`src/rtl/perf_counter_ctrl_pkg.sv`:
```
// ---------------------------------------------------------------------------
// perf_ctr_pkg
//   Shared definitions for the performance counter controller:
//   - default bank geometry and bus widths
//   - bus FSM state encoding (legacy constant values backing an enum)
//   - register offsets of the ENABLE and OVF words that follow the counters
// ---------------------------------------------------------------------------
package perf_ctr_pkg;

   localparam int unsigned DEF_NUM_CTRS  = 8;
   localparam int unsigned DEF_CTR_WIDTH = 16;
   localparam int unsigned ADDR_W        = 4;
   localparam int unsigned DATA_W        = 32;

   // Legacy encodings kept so existing decode/trace tooling sees the same values.
   localparam logic [0:0] ST_IDLE = 1'b0;
   localparam logic [0:0] ST_RESP = 1'b1;

   typedef enum logic [0:0] {
      IDLE = ST_IDLE,
      RESP = ST_RESP
   } bus_state_t;

   // ENABLE sits directly after the last counter, OVF after ENABLE.
   function automatic int unsigned ENABLE_OFS(input int unsigned n);
      return n;
   endfunction

   function automatic int unsigned OVF_OFS(input int unsigned n);
      return n + 1;
   endfunction

endpackage

```
`src/rtl/perf_counter_ctrl_if.sv`:
```
// ---------------------------------------------------------------------------
// perf_counter_ctrl_if
//   Word-addressed MMIO request/response port.
//   mem_read     request: read  (held until mem_resp)
//   mem_write    request: write (held until mem_resp)
//   mem_address  word index
//   mem_wdata    write data
//   mem_rdata    read data, valid while mem_resp=1
//   mem_resp     single-cycle completion pulse
//   master: requester side; slave: the counter controller.
// ---------------------------------------------------------------------------
interface perf_counter_ctrl_if;
   import perf_ctr_pkg::*;

   logic              mem_read;
   logic              mem_write;
   logic [ADDR_W-1:0] mem_address;
   logic [DATA_W-1:0] mem_wdata;
   logic [DATA_W-1:0] mem_rdata;
   logic              mem_resp;

   modport master (
      output mem_read,
      output mem_write,
      output mem_address,
      output mem_wdata,
      input  mem_rdata,
      input  mem_resp
   );

   modport slave (
      input  mem_read,
      input  mem_write,
      input  mem_address,
      input  mem_wdata,
      output mem_rdata,
      output mem_resp
   );

endinterface

```
`src/rtl/perf_counter_ctrl_slot.sv`:
```
// ---------------------------------------------------------------------------
// perf_ctr_slot
//   One performance counter: rising-edge detector, enable gate, wrapping
//   counter and sticky overflow flag.
//   clk        system clock
//   rst        synchronous active-high reset
//   event_i    raw event line; a 0->1 transition counts
//   enable_i   gate for this counter (registered enable of the bank)
//   clear_i    clears counter and overflow; beats a same-edge increment
//   ovf_clr_i  clears the overflow flag unless a wrap happens on that edge
//   ctr_o      current count
//   ovf_o      sticky overflow flag
// ---------------------------------------------------------------------------
module perf_ctr_slot
   import perf_ctr_pkg::*;
#(
   parameter int unsigned CTR_WIDTH = DEF_CTR_WIDTH
) (
   input  logic                 clk,
   input  logic                 rst,
   input  logic                 event_i,
   input  logic                 enable_i,
   input  logic                 clear_i,
   input  logic                 ovf_clr_i,
   output logic [CTR_WIDTH-1:0] ctr_o,
   output logic                 ovf_o
);

   logic                 prev_q;
   logic [CTR_WIDTH-1:0] ctr_q, ctr_d;
   logic                 ovf_q, ovf_d;
   logic                 rise;
   logic                 wrap;

   always_comb begin
      rise  = event_i & ~prev_q & enable_i;
      wrap  = rise & (ctr_q == '1);
      ctr_d = ctr_q;
      ovf_d = ovf_q;
      if (clear_i) begin
         // Clear drops any coincident event, so no wrap can be flagged either.
         ctr_d = '0;
         ovf_d = 1'b0;
      end else begin
         if (rise) begin
            ctr_d = ctr_q + CTR_WIDTH'(1);
         end
         // A new wrap outranks a coincident write-1-to-clear.
         if (wrap) begin
            ovf_d = 1'b1;
         end else if (ovf_clr_i) begin
            ovf_d = 1'b0;
         end
      end
   end

   // prev resets high so a line already asserted at reset release is not counted.
   always_ff @(posedge clk) begin
      if (rst) begin
         prev_q <= 1'b1;
         ctr_q  <= '0;
         ovf_q  <= 1'b0;
      end else begin
         prev_q <= event_i;
         ctr_q  <= ctr_d;
         ovf_q  <= ovf_d;
      end
   end

   assign ctr_o = ctr_q;
   assign ovf_o = ovf_q;

endmodule

```
`src/rtl/perf_counter_ctrl.sv`:
```
// ---------------------------------------------------------------------------
// perf_counter_ctrl
//   Bank of NUM_CTRS event counters behind a word-addressed MMIO slave port.
//   Address map: 0..NUM_CTRS-1 counters, NUM_CTRS ENABLE mask,
//   NUM_CTRS+1 OVF mask (write-1-to-clear). Writing a counter address clears
//   that counter and its overflow flag; the write data is ignored.
//   clk       system clock
//   rst       synchronous active-high reset
//   event_in  event lines, one per counter
//   bus       MMIO slave port (mem_read/mem_write/mem_address/mem_wdata in,
//             mem_rdata/mem_resp out)
//   Each access is accepted in IDLE and answered by a one-cycle mem_resp in
//   RESP; requests seen while in RESP are ignored.
// ---------------------------------------------------------------------------
module perf_counter_ctrl
   import perf_ctr_pkg::*;
#(
   parameter int unsigned NUM_CTRS  = DEF_NUM_CTRS,
   parameter int unsigned CTR_WIDTH = DEF_CTR_WIDTH
) (
   input  logic                 clk,
   input  logic                 rst,
   input  logic [NUM_CTRS-1:0]  event_in,
   perf_counter_ctrl_if.slave   bus
);

   localparam logic [ADDR_W-1:0] ENA_ADDR = ADDR_W'(ENABLE_OFS(NUM_CTRS));
   localparam logic [ADDR_W-1:0] OVF_ADDR = ADDR_W'(OVF_OFS(NUM_CTRS));

   bus_state_t                         state_q, state_d;
   logic [NUM_CTRS-1:0]                enable_q, enable_d;
   logic [DATA_W-1:0]                  rdata_q, rdata_d;

   logic [NUM_CTRS-1:0][CTR_WIDTH-1:0] ctr;
   logic [NUM_CTRS-1:0]                ovf;
   logic [NUM_CTRS-1:0]                clear;
   logic [NUM_CTRS-1:0]                ovf_clr;

   logic                               accept;
   logic                               do_wr;
   logic                               do_rd;
   logic [DATA_W-1:0]                  rd_mux;
   logic                               unused_wdata;

   // A combined read+write performs only the write and returns zero.
   always_comb begin
      accept = (state_q == IDLE) & (bus.mem_read | bus.mem_write);
      do_wr  = accept & bus.mem_write;
      do_rd  = accept & bus.mem_read & ~bus.mem_write;
   end

   // Read mux; unmapped addresses fall through to zero.
   always_comb begin
      rd_mux = '0;
      for (int unsigned i = 0; i < NUM_CTRS; i++) begin
         if (bus.mem_address == ADDR_W'(i)) begin
            rd_mux = DATA_W'(ctr[i]);
         end
      end
      if (bus.mem_address == ENA_ADDR) begin
         rd_mux = DATA_W'(enable_q);
      end
      if (bus.mem_address == OVF_ADDR) begin
         rd_mux = DATA_W'(ovf);
      end
   end

   // Per-slot write strobes.
   always_comb begin
      clear   = '0;
      ovf_clr = '0;
      for (int unsigned i = 0; i < NUM_CTRS; i++) begin
         clear[i]   = do_wr & (bus.mem_address == ADDR_W'(i));
         ovf_clr[i] = do_wr & (bus.mem_address == OVF_ADDR) & bus.mem_wdata[i];
      end
   end

   always_comb begin
      state_d  = state_q;
      enable_d = enable_q;
      rdata_d  = rdata_q;
      case (state_q)
         IDLE: begin
            if (accept) begin
               state_d = RESP;
               rdata_d = do_rd ? rd_mux : '0;
            end
         end
         RESP: begin
            state_d = IDLE;
         end
         default: begin
            state_d = IDLE;
         end
      endcase
      // The slots see enable_q, so a new mask only gates events from the next edge.
      if (do_wr && (bus.mem_address == ENA_ADDR)) begin
         enable_d = bus.mem_wdata[NUM_CTRS-1:0];
      end
   end

   always_ff @(posedge clk) begin
      if (rst) begin
         state_q  <= IDLE;
         enable_q <= '1;
         rdata_q  <= '0;
      end else begin
         state_q  <= state_d;
         enable_q <= enable_d;
         rdata_q  <= rdata_d;
      end
   end

   for (genvar g = 0; g < NUM_CTRS; g++) begin : g_slot
      perf_ctr_slot #(
         .CTR_WIDTH (CTR_WIDTH)
      ) u_slot (
         .clk       (clk),
         .rst       (rst),
         .event_i   (event_in[g]),
         .enable_i  (enable_q[g]),
         .clear_i   (clear[g]),
         .ovf_clr_i (ovf_clr[g]),
         .ctr_o     (ctr[g]),
         .ovf_o     (ovf[g])
      );
   end

   // Upper write-data bits have no destination in this register map.
   assign unused_wdata = ^bus.mem_wdata[DATA_W-1:NUM_CTRS];

   assign bus.mem_rdata = rdata_q;
   assign bus.mem_resp  = (state_q == RESP);

endmodule
```
`src/flat_wrapper.sv`:
```
// flat-port wrapper written by rule: the top's interface ports become plain ports
module perf_counter_ctrl_flat import perf_ctr_pkg::*;
#(
   parameter int unsigned NUM_CTRS  = DEF_NUM_CTRS,
   parameter int unsigned CTR_WIDTH = DEF_CTR_WIDTH
)
  (clk, rst, event_in, bus_mem_read, bus_mem_write, bus_mem_address, bus_mem_wdata, bus_mem_rdata, bus_mem_resp);
  perf_counter_ctrl_if bus_i ();
  input  logic clk;
  input  logic rst;
  input  logic [NUM_CTRS-1:0] event_in;
  input wire logic [$bits(bus_i.mem_read)-1:0] bus_mem_read;
  input wire logic [$bits(bus_i.mem_write)-1:0] bus_mem_write;
  input wire logic [$bits(bus_i.mem_address)-1:0] bus_mem_address;
  input wire logic [$bits(bus_i.mem_wdata)-1:0] bus_mem_wdata;
  output wire logic [$bits(bus_i.mem_rdata)-1:0] bus_mem_rdata;
  output wire logic [$bits(bus_i.mem_resp)-1:0] bus_mem_resp;
  assign bus_i.mem_read = bus_mem_read;
  assign bus_i.mem_write = bus_mem_write;
  assign bus_i.mem_address = bus_mem_address;
  assign bus_i.mem_wdata = bus_mem_wdata;
  assign bus_mem_rdata = bus_i.mem_rdata;
  assign bus_mem_resp = bus_i.mem_resp;
  perf_counter_ctrl #(.NUM_CTRS(NUM_CTRS), .CTR_WIDTH(CTR_WIDTH)) u_core (.clk(clk), .rst(rst), .event_in(event_in), .bus(bus_i));
endmodule
```
`config.mk`:
```
export PLATFORM = sky130hd
export DESIGN_NAME = perf_counter_ctrl_flat
export DESIGN_NICKNAME = d
export VERILOG_FILES = /design/src/rtl/perf_counter_ctrl_pkg.sv /design/src/rtl/perf_counter_ctrl_if.sv /design/src/rtl/perf_counter_ctrl_slot.sv /design/src/rtl/perf_counter_ctrl.sv /design/src/flat_wrapper.sv
export SDC_FILE = /design/constraint.sdc
export NUM_CORES = 1
export LEC_CHECK = 0
export CORE_MARGIN = 3
export CORE_UTILIZATION = 52
export DETAILED_ROUTE_END_ITERATION = 6
export GPL_ROUTABILITY_DRIVEN = 0
export GPL_TIMING_DRIVEN = 0
export PLACE_DENSITY = 0.76
export SYNTH_ARGS = -nofsm -noshare
export SYNTH_HDL_FRONTEND = slang
export SYNTH_SLANG_ARGS = --single-unit
```
`constraint.sdc`:
```
create_clock -name clk -period 1.67 [get_ports clk]
set_input_delay 0.4175 -clock clk [delete_from_list [all_inputs] [get_ports clk]]
set_output_delay 0.4175 -clock clk [all_outputs]
set_load 0.02 [all_outputs]
```
-- Word level (Yosys, flattened, before mapping)
Index checks and enable logic that the tools add are counted.
- input bits: 48
- word-level logic and storage cells: 156
- register bits: 185
- output and inout port bits: 33
- reductions and logical operators: 19
- muxes and demuxes: 29
- equal/unequal tests: 17
- bitwise operators: 56
- add/sub/neg operators: 8
- operators with widths (cell ; count):
    $mux W16 ; 11
    $add A16 B1 Y16 const B ; 8
    $eq A16 B16 Y1 const B ; 8
    $and A1 B1 Y1 ; 45
    $mux W1 ; 17
    $eq A4 B3 Y1 const B ; 4
    $reduce_bool A2 Y1 ; 8
    $reduce_or A2 Y1 ; 8
    $not A1 Y1 ; 10
    $eq A4 B2 Y1 const B ; 2
    $eq A4 B4 Y1 const B ; 2
    $eq A4 B1 Y1 const B ; 1
    $logic_not A4 Y1 ; 1
    $pmux W1 S2 ; 1
    $reduce_and A2 Y1 ; 1
    $logic_and A1 B1 Y1 ; 1
    $or A1 B1 Y1 ; 1

-- Longest topological paths before layout
Gate-level depths: netlist of the first run.
- depth after elaboration: 12
- depth in mapped cells: 8
- depth with buffers taken out: 6

-- By module
A second synthesis of the first run with hierarchy kept.
- cell total of the unflattened synthesis: 1067
- area, all modules: 9217.6 um^2
- by module, submodules not included (module ; times used ; cells each ; area an instance (um^2) ; sequential area each (um^2)):
    perf_ctr_slot ; 8 ; 90 ; 828.3 ; 360.3
    perf_counter_ctrl ; 1 ; 347 ; 2591.2 ; 500.5

-- Worst setup path before layout of the first run
Ideal clock, no wire load.
- path type: input port to flip-flop
- start: input port bus_mem_address[1]
- end: register u_core.enable_q[6]
- library setup time: 120 ps
- data arrival time: 1608 ps
- buffers on the path: 2
- data required time: 1550 ps
- slack: -57 ps
- cell stages on the path: 6
- cell sequence: or2_2 clkbuf_1 nor3_4 buf_4 nor2b_1 a211o_1
- word-level cells in the longest chain between the ends: 2
- ends and longest elaborated chain (item ; line ; text):
    start, declared ; flat_wrapper.sv:14 ; input wire logic [$bits(bus_i.mem_address)-1:0] bus_mem_address;
    $eq A4 B4 Y1 ; perf_counter_ctrl.sv:97 ; if (do_wr && (bus.mem_address == ENA_ADDR)) begin
    $logic_and A1 B1 Y1 ; perf_counter_ctrl.sv:97 ;
    end signal, assigned ; perf_counter_ctrl.sv:109 ; enable_q <= enable_d;
    end, declared ; perf_counter_ctrl.sv:31 ; logic [NUM_CTRS-1:0] enable_q, enable_d;
No other way between the ends.
A chain may end at the register's enable or synchronous reset.

-- Worst setup path in the final report of the first run
- start: input port bus_mem_address[2]
- end: register u_core.rdata_q[11] (netlist: u_core.bus.mem_rdata[11])
- word-level cells in the longest chain between the ends: 12
- elaborated cells on any way between the ends: 21
- those cells by class: eq/ne: 9; mux: 11; reduce/logical: 1
- ends and longest elaborated chain (item ; line ; text):
    $logic_not A4 Y1 ; perf_counter_ctrl.sv:56 ; if (bus.mem_address == ADDR_W'(i)) begin
    $mux W16 (8 in series) ; perf_counter_ctrl.sv:56 ;
    $mux W16 ; perf_counter_ctrl.sv:60 ; if (bus.mem_address == ENA_ADDR) begin
    $mux W16 * ; perf_counter_ctrl.sv:63 ; if (bus.mem_address == OVF_ADDR) begin
    $mux W16 * ; perf_counter_ctrl.sv:86 ; rdata_d = do_rd ? rd_mux : '0;
    end signal, assigned ; perf_counter_ctrl.sv:110 ; rdata_q <= rdata_d;
    end, declared ; perf_counter_ctrl.sv:32 ; logic [DATA_W-1:0] rdata_q, rdata_d;
Every way passes the cells marked *; elsewhere a longest branch is shown, timed or not.

==> flow_summary_export.csv, run 1 <==
group,metric,value,unit
global_routing,grt_overflow,0,
clock_tree,cts_tree,"yes",
cells_and_area,antenna_cells,0,
setup_path,reg2reg_depth,5,
pwr,power.leakage,0.003868,uW
setup_path,crit_required,2.03,ns
status,status,"complete, but fails checks",
pwr,p_seq_share,48.8,%
floorplan,die_x,134.7,um
sta,fin_crit,1.679,ns
clock_tree,numCtsBuffers,17,
floorplan,start_util,53.66,%
sta,setup_tns,-0.008909,ns
cells_and_area,drive_above_1_share,15.60,%
floorplan,die_area,18150,sq um
pwr,peakVddDrop,0.7303,mV
setup_path,reg2reg_to,"u_core.bus.mem_rdata[9]",
placed_design,post-place-ws,-1.140,ns
setup_path,worstSetupPathType,"in2reg",
setup_path,worstSetupStartpointType,"input port",
setup_path,critPathArrivalTime,2.04,ns
floorplan,core,16060,sq um
logic_synthesis,synth_edf_count,0,
clock_tree,clock_sinks,169,
logic_synthesis,ys_seq_area_share,39.26,%
cells_and_area,final_nets,1154,
floorplan,rows,46,
setup_path,path_max_fanout,10,
logic_synthesis,synth_area_per_cell,8.358,sq um
sta,fin_ws,-0.008909,ns
cells_and_area,instances_no_fill,1325,
global_routing,grt_pass1_vias,7033,
drt,routed_wl,24.67,mm
clock_tree,clk_pin_slew,0.07,ns
pwr,internal-power,6278,uW
logic_synthesis,yosys_warnings,0,
cells_and_area,final_cell_mix,"nor2_1 (162), dfxtp_1 (158), xor2_1 (76)",
global_routing,antenna_found_initial,0,
logic_synthesis,synth_cell_types,59,
clock_tree,clockBufferDepth,2,
logic_synthesis,synthCells,1031,
placed_design,dp_hpwl,17.75,mm
clock_tree,ctsRootBufferMaster,"clkbuf_16",
sta,maxSlewViolCount,0,
sta,finClkSkew,0.01184,ns
global_routing,grt_pass1_wl,37.94,mm
sta,min_period_over_period,100.5,%
setup_path,rr_startpoint,"u_core.g_slot[0].u_slot.ctr_o[9]",
setup_path,rrSetupSlack,0.01,ns
logic_synthesis,synthArstFlopShare,0,%
sta,slew_headroom,56.01,%
clock_tree,htree_num_levels,4,
cells_and_area,post-route-util,63.29,%
drt,via_per_inst,5.987,
pwr,swShare,25.45,%
setup_path,endpoint_kind,"flop",
drt,drtIter0Drc,883,
hold_path,whs_path_depth,2,
floorplan,die_h,134.7,um
sta,setup_viol,1,
cells_and_area,final_common_cell,"nor2_1",
sta,rsz0062_at_grt,"yes",
cells_and_area,area_growth,17.95,%
logic_synthesis,synth-main-ff-cell,"dfxtp_1",
floorplan,io_pins,81,
status,violations,"negative setup slack",
pwr,power.density,828.6,nW/um^2
pwr,power_frac_comb,8.9,%
placed_design,io_buffers,38,
clock_tree,worstSkewPairLatency,0.44,ns
global_routing,grt.total_usage,26.71,%
job,maxCapViolations,0,
hold_path,whs_endpoint,"u_core.bus.mem_rdata[12]",
logic_synthesis,synthesis.area,8617,sq um
pwr,clkPwrFrac,42.3,%
hold_path,min_from,"u_core.bus.mem_rdata[12]",
logic_synthesis,synth-seq-cells,169,
sta,worst_slew_pin_slew,0.6599,ns
drt,wl_per_cell,18.62,um
pwr,p_switching,2143,uW
drt,dr_total_vias,7933,
sta,hold_viol,0,
placed_design,dp.cells,1300,
cells_and_area,fill_cells,1356,
global_routing,grt_max_degree,18,
drt,firstDrtPassIters,5,
hold_path,hold_path_class,"reg2reg",
drt,postRouteAntennaNets,0,
drt,drcViolationCount,0,
sta,fmax,595.6,MHz
flip-flops by register name, indices dropped and copies added (netlist names):
signal / cells
u_core.enable_q: 8
u_core.g_slot.u_slot.ovf_o: 8
u_core.bus.mem_rdata: 16
u_core.g_slot.u_slot.ctr_o: 128
u_core.g_slot.u_slot.prev_q: 8
u_core.bus.mem_resp: 1
metrics by stage:
step | area, sq um | power [uW] | hold slack (ns)
after global routing | 10160 | 8666 | 0.4716
after global placement | 9330 | 4861 | 0.4444
final | 10160 | 8421 | 0.4512
after floorplan | 8680 | 4636 | 0.4484
after CTS | 10050 | 8415 | 0.4550
after detailed placement | 9330 | 4864 | 0.4479
cell families after synthesis:
family | after synthesis | share of synthesized area [%]
buf+inv | 85 | 4.879
simple gates | 444 | 25.90
compound gates | 188 | 14.30
flops | 169 | 39.26
fa+ha+maj | 8 | 1.162
other cells | 1 | 0.04352
mux | 27 | 3.369
xor+xnor | 109 | 11.08
cells in the mapped netlist, drive strengths merged (2+ instances only):
library cell	n	area [sq um]
a211o	8	70.07
a21o	12	90.09
a21oi	48	240.2
a221oi	6	65.06
a22oi	4	30.03
a2bb2oi	6	52.55
a31o	4	35.03
a31oi	2	12.51
a32oi	5	43.79
and2	9	56.31
and3	22	137.6
and3b	6	52.55
and4	17	148.9
and4b	4	40.04
buf	44	266.5
clkbuf	34	127.6
dfxtp	169	3383
ha	8	100.1
inv	7	26.28
mux2	6	67.56
mux2i	20	200.2
nand2	73	274.0
nand2b	5	31.28
nand3	29	145.1
nand3b	3	22.52
nand4	37	231.5
nand4b	2	17.52
nor2	167	626.9
nor2b	23	143.9
nor3	19	111.4
nor3b	4	30.03
o211ai	5	37.54
o21ai	48	240.2
o21bai	6	45.04
o221ai	14	122.6
o22a	3	26.28
o22ai	11	68.82
o32ai	3	26.28
or2	9	56.30
or3	11	68.82
xnor2	33	289.0
xor2	76	665.6
cell type report:
type	count	area [sq um]	share of cell area, %
multi-input combinational	792	5090	50.08
sequential	169	3397	33.42
timing repair buffer	55	483.0	4.752
clock buffer	19	442.9	4.358
buffer	56	375.4	3.693
tap	216	270.3	2.659
clock inverter	11	78.83	0.7756
inverter	7	26.28	0.2585
worst max-delay path by stage:
stage | startpoint | end | cells past startpoint
after floorplan | u_core.bus.mem_resp | u_core.g_slot[0].u_slot.ctr_o[10] | 6
after global routing | u_core.g_slot[3].u_slot.ctr_o[5] | u_core.g_slot[3].u_slot.ctr_o[15] | 5
after global placement | bus_mem_address[0] | u_core.g_slot[3].u_slot.ovf_o | 7
after CTS | bus_mem_address[1] | u_core.bus.mem_rdata[1] | 6
after detailed placement | bus_mem_address[0] | u_core.g_slot[3].u_slot.ovf_o | 7
final | bus_mem_address[2] | u_core.bus.mem_rdata[11] | 7
layer usage:
| metal | up-vias | GRT usage [%] | part of all wire (%) |
|---|---|---|---|
| met3 | 76 | 6.669 | 9.7 |
| met4 | 0 | 11.09 | 3.5 |
| met5 | - | 0 | 0 |
| met2 | 402 | 38.08 | 42 |
| li1 | 3724 | - | - |
| met1 | 3731 | 38.48 | 45 |
critical path, stage by stage:
cell and delay, ns:
clkbuf_4 0.20, clkbuf_4 0.24, clkbuf_4 0.22, o221ai_1 0.17
a221oi_2 0.44, o221ai_1 0.18, a21oi_1 0.17
what timing repair did:
item | CTS | global route
hold endpoints to repair | 0 | 0
setup endpoints to repair | 182 | 82
hold buffers | 0 | 0
buffers inserted | 9 | 8
pin swaps | 10 | 9
resized for setup | 87 | 40
power by group through the flow:
stage,Sequential [uW],Clock [uW],Combinational [uW]
5_1_grt,4110,3760,795
4_1_cts,4110,3590,716
3_5_place_dp,4200,0,668
6_report,4110,3560,752
3_3_place_gp,4200,0,665
2_1_floorplan,4190,0,443
Power figures use the tool's default switching activity.
==> run 2: changes to the inputs <==
--- a/config.mk
+++ b/config.mk
@@ -11,6 +11,8 @@
 export GPL_ROUTABILITY_DRIVEN = 0
 export GPL_TIMING_DRIVEN = 0
 export PLACE_DENSITY = 0.76
+export RECOVER_POWER = 25
+export SLEW_MARGIN = 0
 export SYNTH_ARGS = -nofsm -noshare
 export SYNTH_HDL_FRONTEND = slang
 export SYNTH_SLANG_ARGS = --single-unit
==> run 2 against run 1 <==
Compared with the run above: the run still ends with negative setup slack left; critical path type unchanged; largest power group unchanged; sequential share of layout area hardly changed; global-route usage stayed put; hold slack hardly changed; cell count stayed put; die area stayed put; clock skew is 0.00060 ns higher; core utilization hardly changed; non-clock buffer count stayed put.
==> flow_summary_export.csv, run 2 (same netlist as run 1, synthesis figures left out) <==
group,metric,value,unit
clock_tree,clockBufferDepth,2,
hold_path,hold_path_class,"reg2reg",
clock_tree,numCtsBuffers,17,
clock_tree,worstSkewPairLatency,0.44,ns
cells_and_area,area_growth,17.87,%
floorplan,io_pins,81,
drt,wl_per_cell,18.66,um
pwr,power_frac_comb,8.9,%
sta,maxSlewViolCount,0,
setup_path,worstSetupPathType,"in2reg",
pwr,peakVddDrop,0.7363,mV
setup_path,endpoint_kind,"flop",
pwr,finalPower,8425,uW
setup_path,path_buf_inv,3,
floorplan,die_area,18150,sq um
cells_and_area,post-route-util,63.25,%
cells_and_area,instances_no_fill,1325,
clock_tree,clock_sinks,169,
drt,drtIter0Drc,873,
cells_and_area,largest_reg_flops,128,
cells_and_area,final_cell_mix,"nor2_1 (162), dfxtp_1 (159), xor2_1 (76)",
sta,hold_viol,0,
drt,routed_wl,24.73,mm
clock_tree,htree_num_levels,4,
floorplan,rows,46,
global_routing,grt_max_degree,18,
floorplan,die_h,134.7,um
clock_tree,clk_pin_slew,0.07,ns
setup_path,slowest_stage,"a221oi_2",
setup_path,critPathArrivalTime,2.05,ns
status,status,"complete, but fails checks",
sta,fmax,593.5,MHz
global_routing,grt.total_usage,26.71,%
clock_tree,ctsRootBufferMaster,"clkbuf_16",
pwr,p_switching,2149,uW
drt,firstDrtPassIters,5,
cells_and_area,antenna_cells,0,
sta,fin_crit,1.685,ns
placed_design,io_buffers,38,
global_routing,grt_pass1_wl,37.94,mm
status,violations,"negative setup slack",
drt,drcViolationCount,0,
drt,via_per_inst,5.990,
drt,postRouteAntennaNets,0,
setup_path,cpPeakStageDelay,0.45,ns
placed_design,dp_hpwl,17.75,mm
setup_path,rrSetupSlack,0.01,ns
setup_path,crit_required,2.04,ns
sta,slew_headroom,54.63,%
sta,rsz0062_at_grt,"yes",
sta,worst_slew_pin_slew,0.6805,ns
job,maxCapViolations,0,
cells_and_area,final_nets,1154,
placed_design,post-place-ws,-1.140,ns
pwr,power.leakage,0.003867,uW
floorplan,core,16060,sq um
sta,min_period_over_period,100.9,%
pwr,clkPwrFrac,42.3,%
setup_path,critPathTopFamily,"compound AO/OA/AOI/OAI gates",
pwr,swShare,25.50,%
clock_tree,cts_tree,"yes",
global_routing,grt_pass1_vias,7033,
floorplan,start_util,53.66,%
global_routing,antenna_found_initial,0,
cells_and_area,drive_above_1_share,15.42,%
setup_path,path_max_fanout,10,
sta,setup_viol,1,
placed_design,dp.cells,1300,
pwr,p_seq_share,48.8,%
setup_path,path_cells,"clkbuf_4, clkbuf_4, clkbuf_4, o221ai_1, a221oi_2, o221ai_1, a21oi_1",
setup_path,worstSetupStartpointType,"input port",
pwr,internal-power,6277,uW
pwr,power.density,829.5,nW/um^2
setup_path,crit_top_cell,"clkbuf_4",
drt,dr_total_vias,7937,
floorplan,die_x,134.7,um
sta,fin_ws,-0.01505,ns
sta,finClkSkew,0.01244,ns
clock_tree,holdBufCountCts,0,
global_routing,grt_overflow,0,
cells_and_area,final_common_cell,"nor2_1",
-- run 2: path summary, 6_finish.rpt --
| path | startpoint | end | cells after the start |
|---|---|---|---|
| hold reg to reg | u_core.bus.mem_rdata[12] | u_core.bus.mem_rdata[12] | 2 |
| hold / removal | u_core.bus.mem_rdata[12] | u_core.bus.mem_rdata[12] | 2 |
| setup / recovery | bus_mem_address[2] | u_core.bus.mem_rdata[11] | 7 |
| setup reg to reg | u_core.g_slot[0].u_slot.ctr_o[1] | u_core.bus.mem_rdata[1] | 5 |
-- run 2: tightest hold or removal path: stages, from the launching register on --
cell	delay (ns)
dfxtp_1	0.31
nand2_1	0.05
a21oi_1	0.05
-- run 2: power groups by stage --
stage | Combinational (uW) | Clock, uW | Sequential, uW
4_1_cts | 716 | 3590 | 4110
3_5_place_dp | 668 | 0 | 4200
3_3_place_gp | 665 | 0 | 4200
2_1_floorplan | 443 | 0 | 4190
5_1_grt | 794 | 3760 | 4110
6_report | 751 | 3560 | 4110
-- run 2: per-stage QoR --
step / instance area [sq um] / setup TNS [ns] / hold slack (ns)
floorplan: 8680 / -0.01083 / 0.4484
global placement: 9330 / -133.81 / 0.4444
detailed placement: 9330 / -134.84 / 0.4479
CTS: 10050 / 0 / 0.4550
global route: 10160 / -0.1700 / 0.4716
finish: 10160 / -0.01505 / 0.4512
-- run 2: cell type report --
| cell class | count | area [sq um] |
|---|---|---|
| sequential | 169 | 3396 |
| clock buffer | 19 | 442.9 |
| timing repair buffer | 55 | 483.0 |
| clock inverter | 11 | 78.83 |
| fill | 1360 | 5901 |
| multi-input combinational | 792 | 5089 |
| inverter | 7 | 26.28 |
| tap | 216 | 270.3 |
| buffer | 56 | 371.6 |
-- run 2: what timing repair did --
| action | CTS | global route |
|---|---|---|
| pin swaps | 10 | 9 |
| endpoints found under the setup margin | 182 | 82 |
| resized for setup | 87 | 40 |
| buffers inserted | 9 | 8 |
-- run 2: layer usage --
metal / wire, um / global-route usage (%) / share of wire (%) / vias up
met5: 0 / 0 / 0 / -
met4: 854 / 11.09 / 3.5 / 0
met3: 2369 / 6.669 / 9.6 / 69
met2: 10390 / 38.08 / 42 / 420
met1: 11120 / 38.48 / 45 / 3726
li1: - / - / - / 3722
